===== src/rtl/rr_mux2_stream.sv =====
// Two-input stream mux with a round-robin select, one output register stage
// and per-input saturating acceptance counters.
module rr_mux2_stream #(
  parameter int unsigned WIDTH = 8,
  parameter int unsigned CNT_W = 8
) (
  input  logic             clk,
  input  logic             reset,
  input  logic             a_valid,
  input  logic [WIDTH-1:0] a_data,
  output logic             a_ready,
  input  logic             b_valid,
  input  logic [WIDTH-1:0] b_data,
  output logic             b_ready,
  output logic             out_valid,
  output logic [WIDTH-1:0] out_data,
  output logic             out_sel,
  input  logic             out_ready,
  output logic [CNT_W-1:0] cnt_a,
  output logic [CNT_W-1:0] cnt_b
);

  logic prio;
  logic load_en;
  logic grant_a;
  logic grant_b;

  // Ready terms look only at the opposite valid, so no valid->own-ready loop.
  assign load_en = !out_valid || out_ready;
  assign a_ready = load_en && (!prio || !b_valid);
  assign b_ready = load_en && (prio || !a_valid);
  assign grant_a = a_valid && a_ready;
  assign grant_b = b_valid && b_ready;

  always_ff @(posedge clk or posedge reset) begin
    if (reset) begin
      out_valid <= 1'b0;
      out_data  <= '0;
      out_sel   <= 1'b0;
      prio      <= 1'b0;
    end else if (grant_a) begin
      out_valid <= 1'b1;
      out_data  <= a_data;
      out_sel   <= 1'b0;
      prio      <= 1'b1;
    end else if (grant_b) begin
      out_valid <= 1'b1;
      out_data  <= b_data;
      out_sel   <= 1'b1;
      prio      <= 1'b0;
    end else if (out_ready) begin
      out_valid <= 1'b0;
    end
  end

  // Debug counters stick at all-ones.
  always_ff @(posedge clk or posedge reset) begin
    if (reset) begin
      cnt_a <= '0;
      cnt_b <= '0;
    end else begin
      if (grant_a && (cnt_a != '1)) cnt_a <= cnt_a + CNT_W'(1);
      if (grant_b && (cnt_b != '1)) cnt_b <= cnt_b + CNT_W'(1);
    end
  end

endmodule


===== config.mk =====
export PLATFORM = sky130hd
export DESIGN_NAME = rr_mux2_stream
export DESIGN_NICKNAME = d
export VERILOG_FILES = /design/src/rtl/rr_mux2_stream.sv
export SDC_FILE = /design/constraint.sdc
export NUM_CORES = 1
export LEC_CHECK = 0
export BUFFER_PORTS_ARGS = -buffer_cell sky130_fd_sc_hd__buf_2
export CAP_MARGIN = 20
export CELL_PAD_IN_SITES_DETAIL_PLACEMENT = 1
export CELL_PAD_IN_SITES_GLOBAL_PLACEMENT = 1
export CORE_ASPECT_RATIO = 2
export CORE_UTILIZATION = 30
export DETAILED_ROUTE_END_ITERATION = 10
export HOLD_SLACK_MARGIN = 0.1
export PLACE_DENSITY_LB_ADDON = 0.1
export SLEW_MARGIN = 10
export SYNTH_ARGS = -nofsm -noshare
export SYNTH_HDL_FRONTEND = slang
export SYNTH_SLANG_ARGS = --single-unit

===== constraint.sdc =====
create_clock -name clk -period 2.5 [get_ports clk]
set_clock_uncertainty 0.1 [all_clocks]
set_input_delay 0.125 -clock clk [delete_from_list [all_inputs] [get_ports clk]]
set_output_delay 0.125 -clock clk [all_outputs]
set_load 0.02 [all_outputs]

# Yosys cells after proc, flatten, opt, wreduce, memory -nomap -nowiden

Index checks and enable logic that the tools add are counted.

Bits in registers: 27
Input port bits: 21
Output and inout port bits: 28
Logic and storage cells: 34

$add $sub $neg: 2
Eq/ne operators: 2
Muxes and demuxes: 9
Reductions and logical operators: 15

Operator list:

| operator                                                      | number |
|---|---|
| 8-bit by 1-bit adder with 8-bit output, second input constant | 2 |
| 8-bit 2-to-1 mux                                              | 2 |
| 8-bit inequality test, second input constant                  | 2 |
| 1-bit 2-to-1 mux                                              | 7 |
| 1-bit logical AND                                             | 6 |
| 1-bit logical NOT                                             | 4 |
| 1-bit logical OR                                              | 3 |
| 3-bit nonzero test                                            | 1 |
| 2-bit nonzero test                                            | 1 |

# Longest topological paths before layout

Gate-level depths: netlist of run 1.

Word-level depth: 6
Mapped depth: 5
Gate-level depth less buffers: 5

# Worst setup path after synthesis of run 1

OpenSTA, ideal clock, no wires.

Path kind: register to register
From: register cnt_b[0]
To: register cnt_b[1]
Setup time: 0.125 ns
Data arrival time: 1.474 ns
Required time: 2.275 ns
Slack: 0.802 ns
Stages on the path, launching flop included: 5
Buffers on the path: 0
Clock period less this slack: 1.698 ns
Cell sequence: dfrtp_1 -> ha_1 -> and2_1 -> a31oi_1 -> mux2_2

Cells in the longest elaborated chain, start to end: 2
Elaborated cells between the ends (all ways): 3
Classes of those cells: add/sub: 1; eq/ne: 1; reduce/logical: 1

RTL lines:

| element                                                                        | RTL line | source |
|---|---|---|
| start: declaration                                                             | 20       | `output logic [CNT_W-1:0] cnt_b` |
| start signal: assignment                                                       | 63       | `if (grant_b && (cnt_b != '1)) cnt_b <= cnt_b + CNT_W'(1);` |
| branches (longest 2 deep; another with 8-bit by 1-bit adder with 8-bit output) | --       |  |

Several ways; the timed one is not identified.
A chain may end at the register's enable or synchronous reset.

# Worst setup path in the final report of run 1

From: input b_valid
To: register out_data[2]

Cells in the longest elaborated chain, start to end: 5
Elaborated cells between the ends (all ways): 7
Classes of those cells: mux: 1; reduce/logical: 6

RTL lines:

| element                                                | RTL line | source |
|---|---|---|
| start: declaration                                     | 12       | `input logic b_valid,` |
| 1-bit logical NOT                                      | 30       | `assign a_ready = load_en && (!prio \|\| !b_valid);` |
| 1-bit logical OR                                       | 30       |  |
| 1-bit logical AND                                      | 30       |  |
| 1-bit logical AND                                      | 32       | `assign grant_a = a_valid && a_ready;` |
| 8-bit 2-to-1 mux or 2-bit nonzero test (tied branches) | --       |  |
| end signal: assignment                                 | 43       | `out_data <= a_data;` |
| end signal: assignment                                 | 48       | `out_data <= b_data;` |
| end: declaration                                       | 16       | `output logic [WIDTH-1:0] out_data,` |

Several ways; a longest one is shown, not always the timed one.

==> results.json, run 1 <==
{
  "dp.cells": 226,
  "clk_pin_slew_worst_paths_ns": 0.09,
  "vias": 1284,
  "synth_edf_count": 0,
  "synth.net_count": 150,
  "synth_top_area_cell": "dfrtp_1",
  "cts-root-buf": "clkbuf_8",
  "antenna_found_initial": 0,
  "cts_made_buffers": 3,
  "layout-drive-gt1-share_pct": 30.5,
  "first_pass_iters": 4,
  "ys_async_sr_fraction_pct": 100,
  "fin_util_pct": 44.8,
  "final_cells": 249,
  "r2r_slack_ns": 0.41,
  "grt.total_usage_pct": 17.5,
  "drt_iter0_markers": 6,
  "powerDensity_nw_per_um2": 879,
  "worst_pin_slew_ns": 0.611,
  "grt_pass1_wl_mm": 6.37,
  "ir_drop_uv": 444,
  "p_leak_nw": 0.900,
  "num_rows": 33,
  "min-delay-start": "a_valid",
  "grt_pass1_vias": 1361,
  "rsz0062_at_grt": "no",
  "cts_sinks": 27,
  "drt-wirelength-per-cell_um": 14.7,
  "syn_area_per_cell_um2": 10.5,
  "setup_total_negative_slack_ns": 0,
  "worstReg2RegEnd": "out_data[2]$_DFFE_PP0P_",
  "final_net_count": 221,
  "ioPinCount": 49,
  "yosysMostFrequentCell": "dfrtp_1",
  "yosysWarningCount": 0,
  "synthCells": 127,
  "ys_dominant_reg_cell": "dfrtp_1",
  "synth_area_leaders": "dfrtp_1 51%, a21oi_1 5.6%, a2bb2oi_1 5.3%, nand2_1 4.8%, mux2_1 3.4%",
  "syn_area_um2": 1330,
  "grt_start_max_net_pins": 28,
  "maxCapViolations": 0,
  "gp_congestion": 0.759,
  "die_y_um": 96.2,
  "ant_nets": 0,
  "portBuffers": 48,
  "die-area_um2": 4720,
  "dp_hpwl_mm": 2.75,
  "viasPerCell": 5.16,
  "setup_violations": 0,
  "r2r_cells": 5,
  "min_path_type": "in2reg",
  "min_period_over_period_pct": 88.7,
  "cp.required_ns": 2.61,
  "drv_slew": 0,
  "totalWireLength_mm": 3.65,
  "grt_overflow_total": 0,
  "finalHoldViolCount": 0,
  "r2r_start": "prio$_DFFE_PP0P_",
  "startpoint_type": "primary input",
  "drc": 0,
  "synth_top_area_share_pct": 50.8,
  "ys_ff_latch": 27,
  "maxSlewHeadroom_pct": 59.2,
  "synthDistinctLibCells": 32,
  "cts_max_level": 1,
  "critPathArrivalTime_ns": 2.33,
  "holdPathEnd": "out_sel$_DFFE_PP0P_",
  "antenna_cells": 0,
  "die_w_um": 49.1,
  "core_region_area_um2": 4170,
  "syn2layout_area_growth_pct": 40.5,
  "crit_type": "in2reg",
  "synthTopCellsByCount": "27 x dfrtp_1, 17 x nand2_1, 15 x a21oi_1",
  "critPathMaxFanout": 14,
  "post_cts_buffers": 0,
  "hold_depth": 3,
  "yosysSeqAreaShare_pct": 50.8,
  "initial_utilization_pct": 31.9,
  "worstSkewPairLatency_ns": 0.27,
  "cts_tree": "yes",
  "status": "finished, final reports clean",
  "post-route-min-period_ns": 2.22,
  "fmaxAchievable_mhz": 451,
  "end_kind": "flop",
  "clk_path_buf_depth": 2
}
==> logic make-up (layout without fill, tap and decap cells) <==
kind of cell / count (synthesis) / count (layout) / synth area share (%)
simple gates: 53 / 53 / 23.0
compound gates: 32 / 32 / 15.6
flops: 27 / 27 / 50.8
mux: 6 / 6 / 5.08
buf+inv: 4 / 74 / 1.60
xor+xnor: 3 / 3 / 1.98
fa+ha+maj: 2 / 2 / 1.88
==> cell type report <==
cell class,count,area [um^2]
clock buffers,4,45.0
fillers,506,2300
inverters,1,3.75
multi-input cells,96,633
flip-flops and latches,27,676
well taps,52,65.1
repair buffers,69,445
==> report_power, final <==
part | switching (mW) | total [mW] | internal, mW
Sequential | 0.154 | 0.720 | 0.566
Combinational | 0.383 | 0.672 | 0.290
Clock | 0.135 | 0.250 | 0.114
Total | 0.672 | 1.64 | 0.970
==> per-layer routing <==
layer | vias to the layer above | routed length [um] | track usage, %
li1 | 603 | - | -
met1 | 644 | 1410 | 19.3
met2 | 31 | 2060 | 33.2
met3 | 6 | 119 | 1.74
met4 | 0 | 67 | 7.35
met5 | - | 0 | 0
==> cells in the final DEF (no fill, tap or decap), types with 3 or more instances in the layout <==
cell type      synthesis  routed
o21a_1                 3       3
dlygate4sd3_1          0      19
nand3_1                7       7
buf_2                  2      48
nand4_1                4       4
nand2_1               17      17
and3_1                 6       6
dfrtp_1               27      27
nor2_1                 5       5
a2bb2oi_1              8       8
a31oi_1                3       3
mux2_1                 4       4
clkbuf_8               0       3
nand2b_1               3       3
a21oi_1               15      15
==> flip-flops by register name, summed over array words and instances, names as in the netlist <==
| name | flops |
|---|---|
| out_sel | 1 |
| out_valid | 1 |
| cnt_b | 8 |
| prio | 1 |
| cnt_a | 8 |
| out_data | 8 |
==> worst max path at each step <==
stage / from / end / slack (ns) / depth (start not counted)
3_5_place_dp: prio$_DFFE_PP0P_ / cnt_a[1]$_DFFE_PP0P_ / 0.61 / 4
6_report: b_valid / out_data[2]$_DFFE_PP0P_ / 0.28 / 7
4_1_cts: b_valid / out_data[4]$_DFFE_PP0P_ / 0.31 / 7
3_3_place_gp: out_valid$_DFFE_PP0P_ / cnt_a[1]$_DFFE_PP0P_ / 0.67 / 4
5_1_grt: b_valid / out_data[3]$_DFFE_PP0P_ / 0.15 / 7
2_1_floorplan: cnt_b[0]$_DFFE_PP0P_ / cnt_b[1]$_DFFE_PP0P_ / 0.80 / 4
==> through the flow <==
stage          setup WS (ns)  hold slack [ns]  instance area, um^2  total power, mW
2_1_floorplan          0.802           0.0777                 1330             1.11
3_3_place_gp           0.671            0.106                 1630             1.33
3_5_place_dp           0.608            0.116                 1630             1.36
4_1_cts                0.309            0.246                 1870             1.67
5_1_grt                0.152            0.274                 1870             1.77
6_report               0.283            0.250                 1870             1.64
==> worst max-delay path, stage by stage <==
cell and delay, ns:
dlygate4sd3_1 0.53, buf_2 0.15, and2_4 0.18, nor3b_4 0.52
a21oi_1 0.09, a2bb2oi_1 0.15, dlygate4sd3_1 0.56
==> repair_timing <==
action	in CTS	in global routing
hold buffers	19	0
endpoints found under the setup margin	0	0
endpoints found under the hold margin	36	0
gates resized for setup	0	0
Power figures use the tool's default switching activity.
==> run 2: changes to the inputs <==
HOLD_SLACK_MARGIN = 0.12   (was 0.1)
MAX_ROUTING_LAYER = met4   (was not set)
SKIP_CTS_REPAIR_TIMING = 1   (was not set)
==> run 2 against run 1 <==
  * Sequential power about the same
  * Cell area unchanged
  * Global-route usage down 0.30 points
  * Worst hold slack worse by 0.0059 ns
  * Wire length up 0.25%
  * Sequential cell count unchanged
  * Power up 0.31%
  * Maximum frequency about the same
  * First-iteration DRC count up 33%
  * Critical path type unchanged
==> results.json, run 2 (synthesis results as in run 1) <==
{
  "status": "finished, final reports clean",
  "die_w_um": 49.1,
  "p_leak_nw": 0.900,
  "ioPinCount": 49,
  "gp_congestion": 0.769,
  "fin_util_pct": 44.8,
  "grt_overflow_total": 0,
  "final_common_cell": "buf_2",
  "antenna_cells": 0,
  "ir_drop_uv": 446,
  "combPwrFrac_pct": 40.8,
  "cp_top_family": "buffers and inverters",
  "drt-wirelength-per-cell_um": 14.7,
  "path_buf_inv": 3,
  "grt.total_usage_pct": 17.2,
  "p_int_mw": 0.970,
  "min_period_over_period_pct": 88.7,
  "finalHoldViolCount": 0,
  "maxSlewHeadroom_pct": 59.2,
  "crit_type": "in2reg",
  "cp.required_ns": 2.61,
  "layout-drive-gt1-share_pct": 30.5,
  "p_clk_share_pct": 15.4,
  "setup_violations": 0,
  "swShare_pct": 41.1,
  "reg.largest.list": "cnt_a: 8 flops, cnt_b: 8 flops, out_data: 8 flops",
  "grt_start_max_net_pins": 28,
  "cts_sinks": 27,
  "min_path_type": "in2reg",
  "num_rows": 33,
  "totalWireLength_mm": 3.66,
  "worstSkewPairLatency_ns": 0.27,
  "critPathArrivalTime_ns": 2.33,
  "die_y_um": 96.2,
  "drv_slew": 0,
  "clk_path_buf_depth": 2,
  "final_cell_mix": "48 x buf_2, 27 x dfrtp_1, 19 x dlygate4sd3_1, 17 x nand2_1, 15 x a21oi_1",
  "powerDensity_nw_per_um2": 882,
  "drt_iter0_markers": 8,
  "maxCapViolations": 0,
  "holdWs_ns": 0.244,
  "setup_ws_ns": 0.283,
  "post-route-min-period_ns": 2.22,
  "rsz0062_at_grt": "no",
  "viasPerCell": 5.08,
  "initial_utilization_pct": 31.9,
  "ant_nets": 0,
  "path_common_cell": "dlygate4sd3_1",
  "antenna_found_initial": 0,
  "startpoint_type": "primary input",
  "grt_pass1_wl_mm": 6.07,
  "worst_pin_slew_ns": 0.612,
  "end_kind": "flop",
  "critical-path-max-stage-delay_ns": 0.56,
  "crit_chain": "dlygate4sd3_1, buf_2, and2_4, nor3b_4, a21oi_1, a2bb2oi_1, dlygate4sd3_1",
  "final_net_count": 221,
  "dp_hpwl_mm": 2.75,
  "cp_slowest_cell": "dlygate4sd3_1",
  "grt_pass1_vias": 1285,
  "seqPwrFrac_pct": 43.7,
  "die-area_um2": 4720,
  "setup_total_negative_slack_ns": 0,
  "portBuffers": 48,
  "vias": 1266,
  "cts_made_buffers": 3,
  "syn2layout_area_growth_pct": 40.5,
  "cts-root-buf": "clkbuf_8",
  "fmaxAchievable_mhz": 451,
  "p_sw_mw": 0.677,
  "drc": 0,
  "cts_tree": "yes",
  "place_ws_ns": 0.608,
  "cts_max_level": 1,
  "critPathMaxFanout": 14,
  "core_region_area_um2": 4170,
  "clk_pin_slew_worst_paths_ns": 0.09,
  "first_pass_iters": 3
}
-- run 2: cell counts in the layout (fill, tap and decap cells not counted) --
Identical to the previous run, type by type.
-- run 2: final timing paths --
| kind | startpoint | endpoint | slack [ns] | cells past startpoint |
|---|---|---|---|---|
| min | a_valid | out_sel$_DFFE_PP0P_ | 0.24 | 3 |
| max | b_valid | out_data[0]$_DFFE_PP0P_ | 0.28 | 7 |
| max in group asynchronous | reset | cnt_b[6]$_DFFE_PP0P_ | 1.68 | 4 |
| min in group asynchronous | reset | cnt_a[7]$_DFFE_PP0P_ | 0.35 | 4 |
| max reg2reg | prio$_DFFE_PP0P_ | out_data[0]$_DFFE_PP0P_ | 0.41 | 5 |
| min reg2reg | out_sel$_DFFE_PP0P_ | out_sel$_DFFE_PP0P_ | 0.41 | 2 |
-- run 2: cell type report --
cell class | count | area, um^2
multi-input combinational | 96 | 633
clock buffer | 4 | 45.0
fill | 514 | 2300
tap | 52 | 65.1
timing repair buffer | 69 | 445
inverter | 1 | 3.75
sequential | 27 | 676
-- run 2: power groups by stage --
stage	Combinational (mW)	Sequential, mW	Clock, mW
final	0.673	0.721	0.254
after floorplan	0.253	0.856	0
after global placement	0.609	0.717	0
after CTS	0.627	0.723	0.261
after detailed placement	0.628	0.730	0
after global routing	0.740	0.750	0.281
-- run 2: metal layers --
metal  global-route usage [%]  wire [um]  vias to the layer above
met1                     19.3       1460                      630
met3                     1.74        111                        6
li1                         -          -                      601
met2                     30.6       2020                       29
met4                     7.35         67                        0
met5                        -          0                        -
-- run 2: worst register-to-register path, delay by kind of cell, from the launching register on --
family,cells,cell delay [ns]
AND/OR/NAND/NOR,2,0.70
AO/OA/AOI/OAI,2,0.25
flip-flops,1,0.42
buffers and inverters,1,0.56
-- run 2: through the flow --
stage               power [mW]  std cells  area (um^2)
finish                    1.65        249         1870
global route              1.77        249         1870
CTS                       1.61        230         1680
detailed placement        1.36        226         1630
global placement          1.33        226         1630
floorplan                 1.11        127         1330
==> run 3: changes to the inputs <==
GPL_TIMING_DRIVEN = 0   (was not set)
==> run 3 against run 2 <==
  * Core utilization grew 0.75 points
  * Power about the same
  * Final cell count is 0.80% higher
  * Largest cell class unchanged
  * Sequential cell count did not move
  * Worst setup slack improved by 0.056 ns
  * Clock power is 3% lower
  * Register-to-register slack improved by 0.05 ns
  * Worst hold slack better by 0.0037 ns
  * Die area did not move
  * Largest power group unchanged
  * Critical path depth increased by 1
  * Maximum frequency rose by 2.6%
==> results.json, run 3 (synthesis results as in run 1) <==
{
  "status": "finished, final reports clean",
  "die-area_um2": 4720,
  "path_common_cell": "dlygate4sd3_1",
  "worstReg2RegEnd": "out_data[0]$_DFFE_PP0P_",
  "gp_congestion": 0.742,
  "fin_util_pct": 45.5,
  "viasPerCell": 5.05,
  "cp_slowest_cell": "dlygate4sd3_1",
  "grt_pass1_wl_mm": 5.77,
  "r2r_start": "prio$_DFFE_PP0P_",
  "ioPinCount": 49,
  "die_w_um": 49.1,
  "p_sw_mw": 0.676,
  "ir_drop_uv": 447,
  "portBuffers": 48,
  "startpoint_type": "primary input",
  "combPwrFrac_pct": 41.4,
  "p_leak_nw": 0.919,
  "worstSkewPairLatency_ns": 0.27,
  "cp.required_ns": 2.61,
  "cts_max_level": 1,
  "maxCapViolations": 0,
  "die_y_um": 96.2,
  "initial_utilization_pct": 31.9,
  "r2r_cells": 6,
  "seqPwrFrac_pct": 43.6,
  "final_common_cell": "buf_2",
  "crit_chain": "dlygate4sd3_1, buf_2, and2_4, nor3b_4, buf_4, a21oi_1, a2bb2oi_1, dlygate4sd3_1",
  "min_path_type": "in2async",
  "worst_pin_slew_ns": 0.360,
  "dp_hpwl_mm": 2.68,
  "final_cell_mix": "50 x buf_2, 27 x dfrtp_1, 19 x dlygate4sd3_1, 17 x nand2_1, 15 x a21oi_1",
  "rsz0062_at_grt": "no",
  "crit_type": "in2reg",
  "clk_pin_slew_worst_paths_ns": 0.09,
  "critPathArrivalTime_ns": 2.27,
  "cp_top_family": "buffers and inverters",
  "layout-drive-gt1-share_pct": 31.7,
  "swShare_pct": 41.0,
  "drc": 0,
  "cts_tree": "yes",
  "vias": 1267,
  "totalWireLength_mm": 3.66,
  "cts_made_buffers": 3,
  "min_period_over_period_pct": 86.4,
  "grt.total_usage_pct": 16.2,
  "holdWs_ns": 0.248,
  "drt-wirelength-per-cell_um": 14.6,
  "num_rows": 33,
  "grt_overflow_total": 0,
  "setup_total_negative_slack_ns": 0,
  "syn2layout_area_growth_pct": 42.8,
  "end_kind": "flop",
  "antenna_found_initial": 0,
  "maxSlewHeadroom_pct": 76.0,
  "fmaxAchievable_mhz": 463,
  "setup_ws_ns": 0.339,
  "drv_slew": 0,
  "p_clk_share_pct": 15.0,
  "core_region_area_um2": 4170,
  "grt_start_max_net_pins": 28,
  "path_buf_inv": 4,
  "powerDensity_nw_per_um2": 868,
  "r2r_slack_ns": 0.46,
  "reg.largest.list": "cnt_a: 8 flops, cnt_b: 8 flops, out_data: 8 flops",
  "clk_path_buf_depth": 2,
  "first_pass_iters": 3,
  "post-route-min-period_ns": 2.16,
  "place_ws_ns": 0.769,
  "setup_violations": 0,
  "critPathMaxFanout": 10,
  "p_int_mw": 0.973,
  "cts_sinks": 27,
  "finalHoldViolCount": 0,
  "cts-root-buf": "clkbuf_8",
  "antenna_cells": 0,
  "final_net_count": 223,
  "drt_iter0_markers": 14,
  "grt_pass1_vias": 1266,
  "ant_nets": 0,
  "critical-path-max-stage-delay_ns": 0.56
}
## run 3: worst max-delay path by stage
stage / from / endpoint / slack (ns) / cells past startpoint
finish: b_valid / out_data[7]$_DFFE_PP0P_ / 0.34 / 8
global route: b_valid / out_data[7]$_DFFE_PP0P_ / 0.21 / 8
CTS: cnt_b[0]$_DFFE_PP0P_ / cnt_b[1]$_DFFE_PP0P_ / 0.75 / 4
detailed placement: cnt_b[0]$_DFFE_PP0P_ / cnt_b[1]$_DFFE_PP0P_ / 0.77 / 4
global placement: cnt_b[0]$_DFFE_PP0P_ / cnt_b[1]$_DFFE_PP0P_ / 0.80 / 4
floorplan: cnt_b[0]$_DFFE_PP0P_ / cnt_b[1]$_DFFE_PP0P_ / 0.80 / 4
## run 3: final cells by class
class	count	area (um^2)
plain buffers	3	17.5
repair buffers	68	458
clock inverters	1	5.00
multi-input cells	96	633
inverters	1	3.75
clock buffers	3	41.3
well taps	52	65.1
flip-flops and latches	27	676
fillers	508	2270
## run 3: routing by layer
metal,wire (um),vias up,global-route usage (%)
li1,-,605,-
met1,1470,635,16.9
met2,2060,25,30.5
met3,102,2,1.58
met4,25,0,6.37
met5,0,-,-
## run 3: worst register-to-register path, stage by stage, from the launching register on
cell and delay [ns]:
dfrtp_1 0.42, nand2b_1 0.16, and3_1 0.23, buf_2 0.21, a21oi_1 0.18, a2bb2oi_1 0.08, dlygate4sd3_1 0.55
## run 3: through the flow
| step | area, um^2 | std cells | total power, mW |
|---|---|---|---|
| global placement | 1640 | 227 | 1.32 |
| global route | 1900 | 251 | 1.76 |
| CTS | 1680 | 231 | 1.61 |
| detailed placement | 1640 | 227 | 1.36 |
| finish | 1900 | 251 | 1.65 |
| floorplan | 1330 | 127 | 1.11 |
## run 3: power groups by stage
stage               combinational, mW  sequential (mW)  clock [mW]
floorplan                       0.253            0.856           0
CTS                             0.631            0.720       0.256
finish                          0.683            0.719       0.247
global placement                0.606            0.716           0
global route                    0.742            0.745       0.275
detailed placement              0.628            0.728           0
